**src/rtl/cw305_ml_sched_if.sv**
```systemverilog
// rtl/cw305_ml_sched_if.sv - register-block to dense-layer sequencer handshake and operand bus
interface cw305_ml_sched_if #(
    parameter int pINPUTCNT  = 4,
    parameter int pOUTPUTCNT = 4
);
    logic                                 start_i;
    logic [pINPUTCNT*8-1:0]               inputs_i;
    logic [pINPUTCNT*pOUTPUTCNT*8-1:0]    weights_i;
    logic [pOUTPUTCNT*8-1:0]              bias_i;
    logic                                 busy_o;
    logic                                 done_o;
    logic [pOUTPUTCNT*8-1:0]              outputs_o;
    logic                                 trigger_o;

    modport master (
        output start_i, inputs_i, weights_i, bias_i,
        input  busy_o, done_o, outputs_o, trigger_o
    );

    modport slave (
        input  start_i, inputs_i, weights_i, bias_i,
        output busy_o, done_o, outputs_o, trigger_o
    );
endinterface

```
**src/rtl/cw305_ml_sched.sv**
```systemverilog
// rtl/cw305_ml_sched.sv - dense-layer MAC/ReLU/saturate sequencer sharing one 8x8 multiplier
// Optional SCA capture trigger over MAC cycles: define CW305_ML_SCHED_TRIGGER_EN.
module cw305_ml_sched #(
    parameter int pINPUTCNT  = 4,
    parameter int pOUTPUTCNT = 4,
    parameter int pFRAC      = 4
) (
    input  logic                   usb_clk,
    input  logic                   reset_i,
    cw305_ml_sched_if.slave        bus
);
    localparam int ACCW = 16 + $clog2(pINPUTCNT) + pFRAC + 1;
    localparam int IW   = (pINPUTCNT  > 1) ? $clog2(pINPUTCNT)  : 1;
    localparam int OW   = (pOUTPUTCNT > 1) ? $clog2(pOUTPUTCNT) : 1;

    typedef enum logic [2:0] {IDLE, LOAD, MAC, ACT, DONE} state_t;

    state_t                              state;
    logic [pINPUTCNT*8-1:0]              in_q;
    logic [pINPUTCNT*pOUTPUTCNT*8-1:0]   weights_q;
    logic [pOUTPUTCNT*8-1:0]             bias_q;
    logic [pOUTPUTCNT*8-1:0]             shadow_q;
    logic [pOUTPUTCNT*8-1:0]             outputs_q;
    logic signed [ACCW-1:0]              acc;
    logic [IW-1:0]                       i_cnt;
    logic [OW-1:0]                       o_cnt;
    logic                                busy_q;
    logic                                done_q;

    logic signed [7:0]                   in_sel;
    logic signed [7:0]                   w_sel;
    logic signed [7:0]                   b_sel;
    logic signed [15:0]                  prod;
    logic signed [ACCW-1:0]              shifted;
    logic [7:0]                          res;
    logic                                last_i;
    logic                                last_o;

    assign in_sel = in_q[8*int'(i_cnt) +: 8];
    assign w_sel  = weights_q[8*(int'(o_cnt)*pINPUTCNT + int'(i_cnt)) +: 8];
    assign b_sel  = bias_q[8*int'(o_cnt) +: 8];
    assign prod   = in_sel * w_sel;
    assign last_i = (i_cnt == IW'(pINPUTCNT - 1));
    assign last_o = (o_cnt == OW'(pOUTPUTCNT - 1));

    // ReLU clamps negatives to 0; positives saturate to the int8 maximum.
    always_comb begin
        shifted = acc >>> pFRAC;
        res     = shifted[7:0];
        if (shifted < 0)
            res = 8'd0;
        else if (shifted > ACCW'(127))
            res = 8'd127;
    end

    always_ff @(posedge usb_clk or posedge reset_i) begin
        if (reset_i) begin
            state     <= IDLE;
            in_q      <= '0;
            weights_q <= '0;
            bias_q    <= '0;
            shadow_q  <= '0;
            outputs_q <= '0;
            acc       <= '0;
            i_cnt     <= '0;
            o_cnt     <= '0;
            busy_q    <= 1'b0;
            done_q    <= 1'b0;
        end else begin
            // busy trails the state by one edge so it spans edge 1 through the DONE cycle
            busy_q <= (state != IDLE);
            done_q <= 1'b0;
            case (state)
                IDLE: begin
                    // done_q is high in the first IDLE cycle; a start there belongs to DONE
                    if (bus.start_i && !done_q) begin
                        in_q      <= bus.inputs_i;
                        weights_q <= bus.weights_i;
                        bias_q    <= bus.bias_i;
                        o_cnt     <= '0;
                        state     <= LOAD;
                    end
                end
                LOAD: begin
                    acc   <= {{(ACCW-8-pFRAC){b_sel[7]}}, b_sel, {pFRAC{1'b0}}};
                    i_cnt <= '0;
                    state <= MAC;
                end
                MAC: begin
                    acc <= acc + {{(ACCW-16){prod[15]}}, prod};
                    if (last_i)
                        state <= ACT;
                    else
                        i_cnt <= i_cnt + IW'(1);
                end
                ACT: begin
                    shadow_q[8*int'(o_cnt) +: 8] <= res;
                    if (last_o) begin
                        state <= DONE;
                    end else begin
                        o_cnt <= o_cnt + OW'(1);
                        state <= LOAD;
                    end
                end
                DONE: begin
                    outputs_q <= shadow_q;
                    done_q    <= 1'b1;
                    state     <= IDLE;
                end
                default: state <= IDLE;
            endcase
        end
    end

    assign bus.busy_o    = busy_q;
    assign bus.done_o    = done_q;
    assign bus.outputs_o = outputs_q;

`ifdef CW305_ML_SCHED_TRIGGER_EN
    logic trigger_q;

    always_ff @(posedge usb_clk or posedge reset_i) begin
        if (reset_i)
            trigger_q <= 1'b0;
        else
            trigger_q <= (state == LOAD) || ((state == MAC) && !last_i);
    end

    assign bus.trigger_o = trigger_q;
`else
    assign bus.trigger_o = 1'b0;
`endif
endmodule

```
**src/flat_wrapper.sv**
```systemverilog
// flat-port wrapper written by rule: the top's interface ports become plain ports
module cw305_ml_sched_flat 
#(
    parameter int pINPUTCNT  = 4,
    parameter int pOUTPUTCNT = 4,
    parameter int pFRAC      = 4
)
  (usb_clk, reset_i, bus_start_i, bus_inputs_i, bus_weights_i, bus_bias_i, bus_busy_o, bus_done_o, bus_outputs_o, bus_trigger_o);
  cw305_ml_sched_if #(.pINPUTCNT(pINPUTCNT), .pOUTPUTCNT(pOUTPUTCNT)) bus_i ();
  input  logic usb_clk;
  input  logic reset_i;
  input wire logic [$bits(bus_i.start_i)-1:0] bus_start_i;
  input wire logic [$bits(bus_i.inputs_i)-1:0] bus_inputs_i;
  input wire logic [$bits(bus_i.weights_i)-1:0] bus_weights_i;
  input wire logic [$bits(bus_i.bias_i)-1:0] bus_bias_i;
  output wire logic [$bits(bus_i.busy_o)-1:0] bus_busy_o;
  output wire logic [$bits(bus_i.done_o)-1:0] bus_done_o;
  output wire logic [$bits(bus_i.outputs_o)-1:0] bus_outputs_o;
  output wire logic [$bits(bus_i.trigger_o)-1:0] bus_trigger_o;
  assign bus_i.start_i = bus_start_i;
  assign bus_i.inputs_i = bus_inputs_i;
  assign bus_i.weights_i = bus_weights_i;
  assign bus_i.bias_i = bus_bias_i;
  assign bus_busy_o = bus_i.busy_o;
  assign bus_done_o = bus_i.done_o;
  assign bus_outputs_o = bus_i.outputs_o;
  assign bus_trigger_o = bus_i.trigger_o;
  cw305_ml_sched #(.pINPUTCNT(pINPUTCNT), .pOUTPUTCNT(pOUTPUTCNT), .pFRAC(pFRAC)) u_core (.usb_clk(usb_clk), .reset_i(reset_i), .bus(bus_i));
endmodule
```
**config.mk**
```make
export PLATFORM = sky130hd
export DESIGN_NAME = cw305_ml_sched_flat
export DESIGN_NICKNAME = d
export VERILOG_FILES = /design/src/rtl/cw305_ml_sched_if.sv /design/src/rtl/cw305_ml_sched.sv /design/src/flat_wrapper.sv
export SDC_FILE = /design/constraint.sdc
export NUM_CORES = 1
export LEC_CHECK = 0
export CAP_MARGIN = 25
export CORE_UTILIZATION = 55
export CTS_BUF_LIST = sky130_fd_sc_hd__clkbuf_8
export DETAILED_ROUTE_END_ITERATION = 8
export PLACE_DENSITY = 0.77
export SLEW_MARGIN = 20
export SYNTH_ARGS = -nofsm -noshare
export SYNTH_HDL_FRONTEND = slang
export SYNTH_SLANG_ARGS = --single-unit
export TNS_END_PERCENT = 10
```
**constraint.sdc**
```tcl
create_clock -name usb_clk -period 17.8 [get_ports usb_clk]
set_input_delay 3.56 -clock usb_clk [delete_from_list [all_inputs] [get_ports usb_clk]]
set_output_delay 3.56 -clock usb_clk [all_outputs]
set_load 0.02 [all_outputs]
```
==> metrics.json, run 1 <==
{
  "synth_compound_area_frac": {"value": 0.0603},
  "layout-area-overhead-vs-synth": {"value": 23.7, "unit": "%"},
  "groute.usage.overall": {"value": 0.257},
  "muxShareOfSynthArea": {"value": 0.244},
  "critical-path-slowest-cell": {"value": "sky130_fd_sc_hd__xnor2_1"},
  "cts_hold_buf": {"value": 0},
  "synth-async-reset-ratio": {"value": 1.00},
  "critPathArrivalTime": {"value": 9.37, "unit": "ns"},
  "synth_cell_types": {"value": 56},
  "setup-tns-final": {"value": 0, "unit": "ns"},
  "tritoncts.num_buffers": {"value": 48},
  "cp-end-kind": {"value": "flop"},
  "post-route-period-util": {"value": 0.502},
  "ys_warn_count": {"value": 0},
  "synth-simple-area-share": {"value": 0.0600},
  "h_tree_level_count": {"value": 2},
  "maxCapViolCount": {"value": 0},
  "grt_max_degree": {"value": 83},
  "mostFrequentLayoutCell": {"value": "sky130_fd_sc_hd__dfrtp_1"},
  "most_used_cells_in_the_layout_excluding_fill_and_tap_cells": {"value": "sky130_fd_sc_hd__dfrtp_1 (286), sky130_fd_sc_hd__clkdlybuf4s50_1 (228), sky130_fd_sc_hd__mux2_2 (225), sky130_fd_sc_hd__inv_1 (112), sky130_fd_sc_hd__nand2_1 (67)"},
  "post_synth_instance_area": {"value": 0.0156, "unit": "sq mm"},
  "detail_route.wirelength": {"value": 35.5, "unit": "mm"},
  "syn-instance-count": {"value": 1206},
  "antenna_found_initial": {"value": 3},
  "worst_slew_pin_slew": {"value": 1.01, "unit": "ns"},
  "floorplan.die.width": {"value": 171, "unit": "um"},
  "mappedNetlistNets": {"value": 1516},
  "run_status": {"value": "completed"},
  "firstDrtPassIters": {"value": 4},
  "worst_skew_pair.late_latency": {"value": 0.57, "unit": "ns"},
  "finalClockSkew": {"value": 0.0190, "unit": "ns"},
  "detailed_route_wire_length_per_cell": {"value": 19.1, "unit": "um"},
  "critical_path.max_fanout": {"value": 33},
  "grt_pass1_wl": {"value": 57.8, "unit": "mm"},
  "cts.sinks": {"value": 288},
  "cpMostUsedCell": {"value": "sky130_fd_sc_hd__inv_1"},
  "placementRows": {"value": 61},
  "ys_dominant_reg_cell": {"value": "sky130_fd_sc_hd__dfrtp_1"},
  "route.vias.total": {"value": 10200},
  "cts_setup_buffers": {"value": 0},
  "num-fill-cells": {"value": 2022},
  "cts.repair.resized": {"value": 0},
  "io_buffer_count": {"value": 228},
  "path_buf_inv": {"value": 6},
  "max_stage_delay": {"value": 0.70, "unit": "ns"},
  "slew-limit-headroom": {"value": 0.328},
  "fmax": {"value": 0.112, "unit": "GHz"},
  "initial_core_utilization": {"value": 0.561},
  "cts.path.max_buffers": {"value": 3},
  "antenna_violating_nets_post_route": {"value": 0},
  "avgViaCountPerCell": {"value": 5.50},
  "grt_pass1_vias": {"value": 10800},
  "remaining_drc_errors": {"value": 0},
  "worst_path_dominant_cell_family": {"value": "adder cells"},
  "drive_above_1_share": {"value": 0.255},
  "crit_path_start_kind": {"value": "flop"},
  "path_class": {"value": "reg2reg"},
  "yosys.area_share.xor_xnor": {"value": 0.0185},
  "synth_top_family_by_area": {"value": "multiplexers"},
  "slew_viol_final": {"value": 0},
  "total_global_routing_overflow": {"value": 0},
  "synth_fa_ha_area_frac": {"value": 0.119},
  "final_setup_violations": {"value": 0},
  "ys_seq_area_frac": {"value": 0.462},
  "synth_edf_count": {"value": 0},
  "placed_cells": {"value": 1774},
  "critical_path_required": {"value": 18.24, "unit": "ns"},
  "fin_crit_period": {"value": 8.93, "unit": "ns"},
  "die-height": {"value": 171, "unit": "um"},
  "cts.clk_slew.worst_paths": {"value": 0.06, "unit": "ns"},
  "pin_count": {"value": 230},
  "routability_congestion_estimate": {"value": 0.845},
  "ys_ff_latch": {"value": 288},
  "core_area": {"value": 0.0279, "unit": "sq mm"},
  "final_cell_count_no_fill": {"value": 1861},
  "cts_tree": {"value": "yes"},
  "report.final.hold_viol_count": {"value": 0},
  "place_hpwl": {"value": 26.7, "unit": "mm"},
  "hold_class": {"value": "reg2reg"},
  "number_of_drc_markers_in_iteration_0": {"value": 579},
  "cts_root_buf": {"value": "sky130_fd_sc_hd__clkbuf_8"},
  "finish.net_count": {"value": 1759},
  "rsz0062_at_grt": {"value": "no"},
  "insertedDiodeCount": {"value": 0},
  "die_area": {"value": 0.0291, "unit": "sq mm"},
  "syn_avg_cell_area": {"value": 12.9, "unit": "sq um"}
}
==> registers in the layout, indices dropped and copies added (netlist names), 3 cells and up <==
register / flops
u_core.bias_q: 32
u_core.shadow_q: 32
u_core.weights_q: 128
u_core.in_q: 32
u_core.state: 3
u_core.acc: 23
u_core.bus.outputs_o: 32
==> through the flow <==
stage,util,worst slack (ns),area (sq um),hold WS [ns]
after floorplan,-,6.29,15600,0.444
after global placement,0.656,8.95,18300,0.457
after detailed placement,0.656,8.80,18300,0.467
after CTS,0.692,8.79,19300,0.480
after global routing,0.693,8.28,19300,0.499
final,0.693,8.87,19300,0.475
==> cell families (layout without fill, tap and decap cells) <==
group / after synthesis / in the layout
AO/OA/AOI/OAI: 149 / 149
XOR/XNOR: 33 / 33
adder cells (fa/ha/maj): 115 / 115
buffers and inverters: 148 / 425
flip-flops: 288 / 288
multiplexers: 284 / 284
other: 1 / 1
AND/OR/NAND/NOR: 188 / 188
==> final cells by class <==
type / count / area [sq um] / share of cell area
clock buffers: 62 / 853 / 0.0442
flip-flops and latches: 288 / 7210 / 0.373
multi-input cells: 770 / 7870 / 0.407
clock inverters: 22 / 133 / 0.00687
inverters: 101 / 387 / 0.0200
well taps: 378 / 473 / 0.0245
repair buffers: 240 / 2400 / 0.124
==> synth_stat cells (all sizes together) (2+ instances only) <==
master / instances / share of area
a211oi: 10 / 0.0051
a21o: 13 / 0.0063
a21oi: 38 / 0.012
a221o: 2 / 0.0013
a22o: 5 / 0.0028
a31oi: 2 / 0.00080
a41o: 2 / 0.0013
and2: 51 / 0.020
and3: 3 / 0.0012
buf: 9 / 0.0028
clkbuf: 38 / 0.0091
dfrtp: 288 / 0.46
fa: 56 / 0.072
ha: 59 / 0.047
inv: 101 / 0.024
mux2: 225 / 0.16
mux2i: 4 / 0.0026
mux4: 55 / 0.079
nand2: 67 / 0.016
nand2b: 7 / 0.0028
nand3: 6 / 0.0019
nor2: 31 / 0.0075
nor2b: 4 / 0.0016
nor3: 4 / 0.0013
nor3b: 2 / 0.00096
nor4: 3 / 0.0012
o21a: 4 / 0.0019
o21ai: 50 / 0.016
o21bai: 6 / 0.0029
o22ai: 5 / 0.0020
o31ai: 3 / 0.0014
or3: 3 / 0.0012
or3b: 2 / 0.0011
xnor2: 22 / 0.012
xor2: 11 / 0.0062
==> metal layers <==
layer	part of all wire	up-vias	track usage	wire, um
met3	0.060	65	0.0643	2140
met1	0.42	5167	0.345	15100
met5	0.0012	-	0	42
li1	-	4715	-	-
met2	0.49	275	0.419	17500
met4	0.022	6	0.0693	777
==> worst paths after layout <==
kind / from / end / slack (ns) / depth (start not counted)
max: u_core.i_cnt[0]$_DFFE_PP0P_ / u_core.acc[22]$_DFFE_PP0P_ / 8.87 / 28
min reg2reg: u_core.shadow_q[8]$_DFFE_PP0P_ / u_core.shadow_q[8]$_DFFE_PP0P_ / 0.48 / 2
max reg2reg: u_core.i_cnt[0]$_DFFE_PP0P_ / u_core.acc[22]$_DFFE_PP0P_ / 8.87 / 28
max in group asynchronous: reset_i / u_core.i_cnt[1]$_DFFE_PP0P_ / 12.24 / 4
min in group asynchronous: reset_i / u_core.weights_q[125]$_DFFE_PP0P_ / 3.45 / 2
min: u_core.shadow_q[8]$_DFFE_PP0P_ / u_core.shadow_q[8]$_DFFE_PP0P_ / 0.48 / 2
==> worst reg2reg max path: cells and delay by family (launching register included) <==
| kind | cells | cell delay [ns] |
|---|---|---|
| xor gates and xnor gates | 2 | 0.83 |
| muxes | 2 | 1.20 |
| and+or+nand+nor | 2 | 0.28 |
| DFF | 1 | 0.57 |
| AOI/OAI and AO/OA | 10 | 1.99 |
| adders and majority gates | 6 | 2.97 |
| buffers and inverters | 6 | 0.97 |
Power of run 1 is not shown: default switching activity piles up to over one toggle a cycle in this logic, so the estimate is an artifact.
==> run 2, diff against run 1 <==
- clock period: 17.8 -> 9.4 ns (I/O delays scaled with it)
==> run 2 against run 1 <==
Compared with the run above:
- maximum frequency increased by 5.4%
- setup slack worse by 7.9 ns
- clock skew grew 0.0034 ns
- global-route usage increased by 0.34 points
- cell area is 0.85% higher
- hold slack improved by 0.0020 ns
- core utilization rose by 0.59 points
- via count up 0.12%
- flip-flop and latch count unchanged
- first-iteration DRC count down 3.5%
- routed wire length is 2.0% higher
- die area stayed put
- critical path type unchanged
- highest routed layer unchanged
==> metrics.json, run 2 (synthesized netlist as in run 1, its figures left out) <==
{
  "run_status": {"value": "completed"},
  "utilization_after_layout": {"value": 0.699},
  "cts.path.max_buffers": {"value": 3},
  "h_tree_level_count": {"value": 2},
  "place_hpwl": {"value": 27.3, "unit": "mm"},
  "rsz0062_at_grt": {"value": "no"},
  "cts_setup_buffers": {"value": 0},
  "number_of_drc_markers_in_iteration_0": {"value": 559},
  "routability_congestion_estimate": {"value": 0.847},
  "core_area": {"value": 0.0279, "unit": "sq mm"},
  "cp-end-kind": {"value": "flop"},
  "setup-tns-final": {"value": 0, "unit": "ns"},
  "die-height": {"value": 171, "unit": "um"},
  "timing.hold.worst_path_depth": {"value": 1},
  "mostFrequentLayoutCell": {"value": "sky130_fd_sc_hd__dfrtp_1"},
  "placementRows": {"value": 61},
  "setup.worst_path.start": {"value": "u_core.i_cnt[1]$_DFFE_PP0P_"},
  "cts.clk_slew.worst_paths": {"value": 0.06, "unit": "ns"},
  "grt_pass1_wl": {"value": 58.3, "unit": "mm"},
  "tritoncts.num_buffers": {"value": 49},
  "drive_above_1_share": {"value": 0.260},
  "cts_root_buf": {"value": "sky130_fd_sc_hd__clkbuf_8"},
  "remaining_drc_errors": {"value": 0},
  "most_used_cells_in_the_layout_excluding_fill_and_tap_cells": {"value": "sky130_fd_sc_hd__dfrtp_1 (286), sky130_fd_sc_hd__clkdlybuf4s50_1 (228), sky130_fd_sc_hd__mux2_2 (225), sky130_fd_sc_hd__inv_1 (110), sky130_fd_sc_hd__nand2_1 (67)"},
  "crit_path_start_kind": {"value": "flop"},
  "die_area": {"value": 0.0291, "unit": "sq mm"},
  "cts.repair.resized": {"value": 0},
  "total_global_routing_overflow": {"value": 0},
  "initial_core_utilization": {"value": 0.561},
  "hold_class": {"value": "reg2reg"},
  "grt_pass1_vias": {"value": 11000},
  "slew-limit-headroom": {"value": 0.218},
  "firstDrtPassIters": {"value": 5},
  "hold-path-endpoint": {"value": "u_core.shadow_q[15]$_DFFE_PP0P_"},
  "reg_with_most_ffs": {"value": "u_core.weights_q"},
  "max_stage_delay": {"value": 0.86, "unit": "ns"},
  "maxCapViolCount": {"value": 0},
  "critPathArrivalTime": {"value": 8.93, "unit": "ns"},
  "critical_path.reg2reg.startpoint": {"value": "u_core.i_cnt[1]$_DFFE_PP0P_"},
  "floorplan.die.width": {"value": 171, "unit": "um"},
  "crit-reg2reg-capture": {"value": "u_core.acc[22]$_DFFE_PP0P_"},
  "route.vias.total": {"value": 10200},
  "cts.sinks": {"value": 288},
  "critical-path-slowest-cell": {"value": "sky130_fd_sc_hd__dfrtp_2"},
  "reg2reg_depth": {"value": 26},
  "layout-area-overhead-vs-synth": {"value": 24.8, "unit": "%"},
  "cts_tree": {"value": "yes"},
  "fin_crit_period": {"value": 8.47, "unit": "ns"},
  "pin_count": {"value": 230},
  "critical_path_required": {"value": 9.86, "unit": "ns"},
  "finalClockSkew": {"value": 0.0224, "unit": "ns"},
  "worst_slew_pin_slew": {"value": 1.17, "unit": "ns"},
  "groute.usage.overall": {"value": 0.261},
  "fmax": {"value": 0.118, "unit": "GHz"},
  "largest_reg_flops": {"value": 128},
  "io_buffer_count": {"value": 228},
  "cts_hold_buf": {"value": 0},
  "worst_hold_startpoint": {"value": "u_core.shadow_q[15]$_DFFE_PP0P_"},
  "finish.net_count": {"value": 1760},
  "antenna_violating_nets_post_route": {"value": 0},
  "avgViaCountPerCell": {"value": 5.48},
  "slew_viol_final": {"value": 0},
  "critical_path.max_fanout": {"value": 35},
  "grt_max_degree": {"value": 193},
  "final_setup_violations": {"value": 0},
  "report.final.hold_viol_count": {"value": 0},
  "worst_skew_pair.late_latency": {"value": 0.58, "unit": "ns"},
  "post-route-period-util": {"value": 0.902},
  "path_class": {"value": "reg2reg"},
  "antenna_found_initial": {"value": 5},
  "detail_route.wirelength": {"value": 36.2, "unit": "mm"},
  "detailed_route_wire_length_per_cell": {"value": 19.4, "unit": "um"},
  "flop_to_flop_setup_slack": {"value": 0.93, "unit": "ns"}
}
==> run 2: per-stage QoR <==
| step | setup WS [ns] | instance area (sq um) | instances | hold WS [ns] |
|---|---|---|---|---|
| 2_1_floorplan | 1.42 | 15600 | 1206 | 0.444 |
| 3_3_place_gp | 1.22 | 18300 | 1777 | 0.458 |
| 3_5_place_dp | 0.977 | 18300 | 1777 | 0.466 |
| 4_1_cts | 0.924 | 19500 | 1868 | 0.479 |
| 5_1_grt | 0.536 | 19500 | 1869 | 0.494 |
| 6_report | 0.926 | 19500 | 1870 | 0.477 |
==> run 2: worst max-delay path by stage <==
| stage | cells after the start | slack (ns) | to |
|---|---|---|---|
| finish | 26 | 0.93 | u_core.acc[22]$_DFFE_PP0P_ |
| global route | 27 | 0.54 | u_core.acc[22]$_DFFE_PP0P_ |
| CTS | 27 | 0.92 | u_core.acc[22]$_DFFE_PP0P_ |
| detailed placement | 27 | 0.98 | u_core.acc[22]$_DFFE_PP0P_ |
| global placement | 27 | 1.22 | u_core.acc[22]$_DFFE_PP0P_ |
| floorplan | 29 | 1.42 | u_core.acc[22]$_DFFE_PP0P_ |
==> run 2: layer usage <==
layer  share of wire  global-route usage
met5          0.0010                   0
met1            0.41               0.333
met3           0.060              0.0669
met4           0.024              0.0748
met2            0.50               0.440
==> run 2: area by class of cell <==
cell class,instances,area [sq um]
fill,1971,8380
multi-input combinational,770,7860
sequential,288,7210
timing repair buffer,240,2410
clock buffer,63,867
tap,378,473
inverter,101,383
clock inverter,28,274
antenna,2,5.00
==> run 2: critical path: cells and delay by family, from the launching register on <==
| kind | cells | cell delay (ns) |
|---|---|---|
| AO/OA/AOI/OAI | 10 | 2.02 |
| buffers and inverters | 4 | 0.29 |
| multiplexers | 2 | 1.03 |
| adder cells (fa/ha/maj) | 6 | 2.96 |
| flip-flops | 1 | 0.86 |
| XOR/XNOR | 2 | 0.86 |
| AND/OR/NAND/NOR | 2 | 0.31 |
Power of run 2 is left out for the same reason.
==> run 3, diff against run 2 <==
- CTS_BUF_LIST: sky130_fd_sc_hd__clkbuf_8 -> sky130_fd_sc_hd__clkbuf_4
==> run 3 against run 2 <==
Compared with the run above:
- routed wire length down 0.24%
- hold slack better by 0.00093 ns
- core utilization is 0.74 points lower
- global-route usage increased by 0.23 points
- sequential share of layout area increased by 0.40 points
- flip-flop and latch count is the same
- register-to-register slack worse by 0.03 ns
- die area unchanged
- cell area shrank 1.1%
- critical path depth did not move
==> metrics.json, run 3 (synthesized netlist as in run 1, its figures left out) <==
{
  "groute.usage.overall": {"value": 0.263},
  "detail_route.wirelength": {"value": 36.2, "unit": "mm"},
  "crit_path_start_kind": {"value": "flop"},
  "worst_skew_pair.late_latency": {"value": 0.70, "unit": "ns"},
  "routability_congestion_estimate": {"value": 0.847},
  "place_hpwl": {"value": 27.3, "unit": "mm"},
  "hold_class": {"value": "reg2reg"},
  "placement.setup.worst_slack": {"value": 0.977, "unit": "ns"},
  "num-fill-cells": {"value": 2016},
  "core_area": {"value": 0.0279, "unit": "sq mm"},
  "cp-end-kind": {"value": "flop"},
  "firstDrtPassIters": {"value": 5},
  "slew_viol_final": {"value": 0},
  "report.final.hold_viol_count": {"value": 0},
  "critPathArrivalTime": {"value": 9.04, "unit": "ns"},
  "layout-area-overhead-vs-synth": {"value": 23.4, "unit": "%"},
  "rsz0062_at_grt": {"value": "no"},
  "cts_root_buf": {"value": "sky130_fd_sc_hd__clkbuf_4"},
  "path_buf_inv": {"value": 4},
  "critical_path_required": {"value": 9.94, "unit": "ns"},
  "avgViaCountPerCell": {"value": 5.42},
  "fin_area": {"value": 0.0193, "unit": "sq mm"},
  "grt_pass1_wl": {"value": 58.6, "unit": "mm"},
  "worst_slew_pin_slew": {"value": 1.11, "unit": "ns"},
  "finish.net_count": {"value": 1787},
  "placementRows": {"value": 61},
  "remaining_drc_errors": {"value": 0},
  "worst_path_dominant_cell_family": {"value": "adder cells"},
  "path_class": {"value": "reg2reg"},
  "reg_with_most_ffs": {"value": "u_core.weights_q"},
  "io_buffer_count": {"value": 228},
  "tritoncts.num_buffers": {"value": 76},
  "antenna_violating_nets_post_route": {"value": 0},
  "fmax": {"value": 0.118, "unit": "GHz"},
  "mostFrequentLayoutCell": {"value": "sky130_fd_sc_hd__dfrtp_1"},
  "setup-tns-final": {"value": 0, "unit": "ns"},
  "detailed_route_wire_length_per_cell": {"value": 18.9, "unit": "um"},
  "cts.clk_slew.worst_paths": {"value": 0.07, "unit": "ns"},
  "utilization_after_layout": {"value": 0.692},
  "h_tree_level_count": {"value": 3},
  "cts.path.max_buffers": {"value": 3},
  "post-route-period-util": {"value": 0.905},
  "die-height": {"value": 171, "unit": "um"},
  "postLayoutSetupSlackWorst": {"value": 0.898, "unit": "ns"},
  "initial_core_utilization": {"value": 0.561},
  "cts_tree": {"value": "yes"},
  "cts.repair.resized": {"value": 0},
  "total_global_routing_overflow": {"value": 0},
  "cts_setup_buffers": {"value": 0},
  "grt_max_degree": {"value": 193},
  "run_status": {"value": "completed"},
  "floorplan.die.width": {"value": 171, "unit": "um"},
  "die_area": {"value": 0.0291, "unit": "sq mm"},
  "most_used_cells_in_the_layout_excluding_fill_and_tap_cells": {"value": "sky130_fd_sc_hd__dfrtp_1 (286), sky130_fd_sc_hd__clkdlybuf4s50_1 (228), sky130_fd_sc_hd__mux2_2 (225), sky130_fd_sc_hd__clkbuf_4 (111), sky130_fd_sc_hd__inv_1 (99)"},
  "cts.sinks": {"value": 288},
  "number_of_drc_markers_in_iteration_0": {"value": 596},
  "finalClockSkew": {"value": 0.0506, "unit": "ns"},
  "fin_crit_period": {"value": 8.50, "unit": "ns"},
  "drive_above_1_share": {"value": 0.278},
  "critical-path-slowest-cell": {"value": "sky130_fd_sc_hd__dfrtp_2"},
  "largest_reg_flops": {"value": 128},
  "final_setup_violations": {"value": 0},
  "grt_pass1_vias": {"value": 11200},
  "antenna_found_initial": {"value": 5},
  "critical_path.max_fanout": {"value": 35},
  "pin_count": {"value": 230},
  "detailed_place.area": {"value": 0.0183, "unit": "sq mm"},
  "route.vias.total": {"value": 10400},
  "cts_hold_buf": {"value": 0},
  "slew-limit-headroom": {"value": 0.263},
  "maxCapViolCount": {"value": 0},
  "max_stage_delay": {"value": 0.86, "unit": "ns"}
}
run 3: layout make-up:
| type | count | area, sq um | share of cell area |
|---|---|---|---|
| multi-input cells | 770 | 7860 | 0.408 |
| flip-flops and latches | 288 | 7210 | 0.374 |
| repair buffers | 240 | 2410 | 0.125 |
| clock buffers | 111 | 833 | 0.0432 |
| well taps | 378 | 473 | 0.0245 |
| inverters | 101 | 383 | 0.0199 |
| clock inverters | 21 | 101 | 0.00526 |
| diodes | 2 | 5.00 | 0.000260 |
run 3: path summary, 6_finish.rpt:
| check | start | end | slack, ns | cells past startpoint |
|---|---|---|---|---|
| worst max-delay path | u_core.i_cnt[1]$_DFFE_PP0P_ | u_core.acc[22]$_DFFE_PP0P_ | 0.90 | 26 |
| worst min-delay path | u_core.shadow_q[17]$_DFFE_PP0P_ | u_core.shadow_q[17]$_DFFE_PP0P_ | 0.48 | 2 |
| worst max register to register | u_core.i_cnt[1]$_DFFE_PP0P_ | u_core.acc[22]$_DFFE_PP0P_ | 0.90 | 26 |
| worst min register to register | u_core.shadow_q[17]$_DFFE_PP0P_ | u_core.shadow_q[17]$_DFFE_PP0P_ | 0.48 | 2 |
| max in group asynchronous | reset_i | u_core.in_q[19]$_DFFE_PP0P_ | 6.12 | 4 |
| min in group asynchronous | reset_i | u_core.weights_q[53]$_DFFE_PP0P_ | 1.68 | 3 |
run 3: routing by layer:
| metal | wire length [um] | track usage | up-vias |
|---|---|---|---|
| met5 | 37 | 0 | - |
| li1 | - | - | 4809 |
| met3 | 2310 | 0.0752 | 52 |
| met4 | 646 | 0.0850 | 6 |
| met2 | 18200 | 0.437 | 273 |
| met1 | 15000 | 0.332 | 5212 |
run 3: through the flow:
step | cells | hold slack (ns)
after floorplan | 1206 | 0.444
final | 1911 | 0.478
after detailed placement | 1777 | 0.466
after CTS | 1909 | 0.476
after global routing | 1910 | 0.499
after global placement | 1777 | 0.458
run 3: worst min-delay path, cell delays in order (launching register included):
cell and delay, ns:
sky130_fd_sc_hd__dfrtp_1 0.34, sky130_fd_sc_hd__nand2_1 0.05, sky130_fd_sc_hd__o21ai_0 0.06
Power of run 3 is left out for the same reason.
==> RTL edit: new RTL, settings of run 2 <==
`pOUTPUTCNT` is set to 4 in 3 places; all go to 2.
--- a/src/rtl/cw305_ml_sched_if.sv
+++ b/src/rtl/cw305_ml_sched_if.sv
@@ -1,7 +1,7 @@
 // rtl/cw305_ml_sched_if.sv - register-block to dense-layer sequencer handshake and operand bus
 interface cw305_ml_sched_if #(
     parameter int pINPUTCNT  = 4,
-    parameter int pOUTPUTCNT = 4
+    parameter int pOUTPUTCNT = 2
 );
     logic                                 start_i;
     logic [pINPUTCNT*8-1:0]               inputs_i;
--- a/src/rtl/cw305_ml_sched.sv
+++ b/src/rtl/cw305_ml_sched.sv
@@ -2,7 +2,7 @@
 // Optional SCA capture trigger over MAC cycles: define CW305_ML_SCHED_TRIGGER_EN.
 module cw305_ml_sched #(
     parameter int pINPUTCNT  = 4,
-    parameter int pOUTPUTCNT = 4,
+    parameter int pOUTPUTCNT = 2,
     parameter int pFRAC      = 4
 ) (
     input  logic                   usb_clk,
--- a/src/flat_wrapper.sv
+++ b/src/flat_wrapper.sv
@@ -2,7 +2,7 @@
 module cw305_ml_sched_flat 
 #(
     parameter int pINPUTCNT  = 4,
-    parameter int pOUTPUTCNT = 4,
+    parameter int pOUTPUTCNT = 2,
     parameter int pFRAC      = 4
 )
   (usb_clk, reset_i, bus_start_i, bus_inputs_i, bus_weights_i, bus_bias_i, bus_busy_o, bus_done_o, bus_outputs_o, bus_trigger_o);
Interface: changed (resized bus_bias_i, bus_outputs_o and bus_weights_i); port bits go from 230 to 134. The function was not compared with the original's and may differ.
==> RTL edit against run 2 <==
Via count decreased by 26%; synthesized cell count decreased by 21%; worst setup slack improved by 0.27 ns; design area decreased by 33%; area after synthesis decreased by 29%; wire length decreased by 34%; sequential cell count decreased by 113.
Power is left out: the tool's default activity adds up to more than one toggle a clock period on the data nets, which glitch-free logic cannot reach.
==> RTL edit: results (changes against run 2) <==
{| class="wikitable"
! Metric !! Value
|-
| Register Area || 4380 µm² (-39%)
|-
| Last weighted congestion value of the routability-driven placer || 0.884 (+4.4%)
|-
| Clock-pin slew on the worst setup and hold paths || 0.12 ns (+0.06 ns)
|-
| Max Clock Skew || 0.0180 ns (-0.00437 ns)
|-
| H-tree levels || 4 (+2)
|-
| Worst Path Arrival || 8.54 ns (-0.39 ns)
|-
| Insertion delay to the later sink of the worst-skew pair || 0.49 ns (-0.09 ns)
|-
| Share of final-layout standard cells stronger than drive strength 1 || 0.225 (-0.0344)
|-
| Filler instances || 1,497 (-24%)
|-
| Multiplexer fraction of the synthesized cell area || 0.213 (-0.0316)
|-
| Antenna violations before repair || 0 (-5)
|-
| Multi-input gates || 637 (-17%)
|-
| Clk cell area share || 0.0353 (-0.0232)
|-
| WL per Instance || 17.7 µm (-8.7%)
|-
| Sequential area share after synthesis || 0.397 (-0.0649)
|-
| Global-route wire length before repair || 39,900 µm (-32%)
|-
| Final #Nets || 1,307 (-26%)
|-
| Maximum clock insertion buffer count || 2 (-1)
|-
| Outcome || completed
|-
| WL final || 24,100 µm (-34%)
|-
| Number of diodes added for antenna fixing || 0 (-2)
|-
| Buffering overhead || 0.111 (-0.0130)
|-
| Global-route usage over all layers || 0.254 (-0.00682)
|-
| Leading post-synthesis cells by cell area || sky130_fd_sc_hd__dfrtp_1, sky130_fd_sc_hd__mux2_2, sky130_fd_sc_hd__fa_1
|-
| Xor and xnor area share after synthesis || 0.0254 (+0.00687)
|-
| Number of ordinary and repair buffers in the finished layout || 146 (-39%)
|-
| Number of clock buffers in the layout || 17 (-73%)
|-
| Post-synth top cells || sky130_fd_sc_hd__dfrtp_1, sky130_fd_sc_hd__mux2_2, sky130_fd_sc_hd__inv_1, sky130_fd_sc_hd__nor2_1, sky130_fd_sc_hd__fa_1
|-
| Post-synthesis instance total || 950 (-21%)
|-
| Post-Syn Area || 11,000 µm² (-29%)
|-
| Fraction of the mapped netlist area in compound gates || 0.0815 (+0.0211)
|-
| Maximum number of pins on one net before global-route repair || 104 (-46%)
|-
| Number of distinct library cell variants in the gate-level netlist after synthesis || 63 (+13%)
|-
| I/O Buffers || 132 (-42%)
|-
| Via count || 7,553 (-26%)
|-
| Post-placement cell area || 12,600 µm² (-31%)
|-
| Worst-margin pin slew || 0.922 ns (-0.251 ns)
|-
| Maximum net fanout on the critical path || 13 (-63%)
|-
| Sequential cell count || 175 (-39%)
|-
| DPL Wire Length || 18,200 µm (-33%)
|}
-- RTL edit: metrics by stage --
stage	utilization	setup WS, ns
after floorplan	-	2.20
after global placement	0.645	1.25
after detailed placement	0.645	0.920
after CTS	0.668	0.913
after global routing	0.670	0.608
final	0.670	1.19
-- RTL edit: cells by family after synthesis --
| kind of cell | Yosys count |
|---|---|
| multiplexers | 194 |
| flip-flops | 175 |
| AND/OR/NAND/NOR | 164 |
| buffers and inverters | 138 |
| AO/OA/AOI/OAI | 137 |
| adder cells (fa/ha/maj) | 109 |
| XOR/XNOR | 32 |
| other | 1 |
-- RTL edit: worst paths after layout --
path	from	end	slack, ns	cells after the start
worst max-delay path	u_core.i_cnt[1]	u_core.acc[22]	1.19	27
worst min-delay path	u_core.shadow_q[15]	u_core.shadow_q[15]	0.50	1
worst max register to register	u_core.i_cnt[1]	u_core.acc[22]	1.19	27
worst min register to register	u_core.shadow_q[15]	u_core.shadow_q[15]	0.50	1
max in group asynchronous	reset_i	u_core.acc[17]	5.99	3
min in group asynchronous	reset_i	u_core.bias_q[4]	1.91	2
-- RTL edit: layer usage --
layer | global-route usage | part of all wire
met5 | 0 | 0
met4 | 0.0745 | 0.017
met3 | 0.0556 | 0.054
met2 | 0.389 | 0.46
met1 | 0.363 | 0.47
-- RTL edit: worst max-delay path, cell delays in order, from the launching register on --
cell                       delay (ns)
sky130_fd_sc_hd__dfrtp_1         0.74
sky130_fd_sc_hd__buf_4           0.35
sky130_fd_sc_hd__mux4_2          0.32
sky130_fd_sc_hd__mux2i_1         0.45
sky130_fd_sc_hd__or2_2           0.23
sky130_fd_sc_hd__inv_1           0.08
sky130_fd_sc_hd__fa_1            0.59
sky130_fd_sc_hd__inv_1           0.15
sky130_fd_sc_hd__fa_1            0.55
sky130_fd_sc_hd__inv_1           0.05
sky130_fd_sc_hd__fa_1            0.53
sky130_fd_sc_hd__inv_1           0.06
sky130_fd_sc_hd__fa_1            0.52
sky130_fd_sc_hd__inv_1           0.04
sky130_fd_sc_hd__ha_1            0.33
sky130_fd_sc_hd__a21oi_1         0.19
sky130_fd_sc_hd__o21bai_1        0.07
sky130_fd_sc_hd__a31oi_1         0.22
sky130_fd_sc_hd__a21oi_1         0.12
sky130_fd_sc_hd__xnor2_1         0.71
sky130_fd_sc_hd__ha_1            0.45
sky130_fd_sc_hd__a21o_1          0.23
sky130_fd_sc_hd__a21oi_1         0.14
sky130_fd_sc_hd__o21ba_2         0.15
sky130_fd_sc_hd__mux2_2          0.34
sky130_fd_sc_hd__a211oi_2        0.19
sky130_fd_sc_hd__xnor2_1         0.15
sky130_fd_sc_hd__o21ai_1         0.08
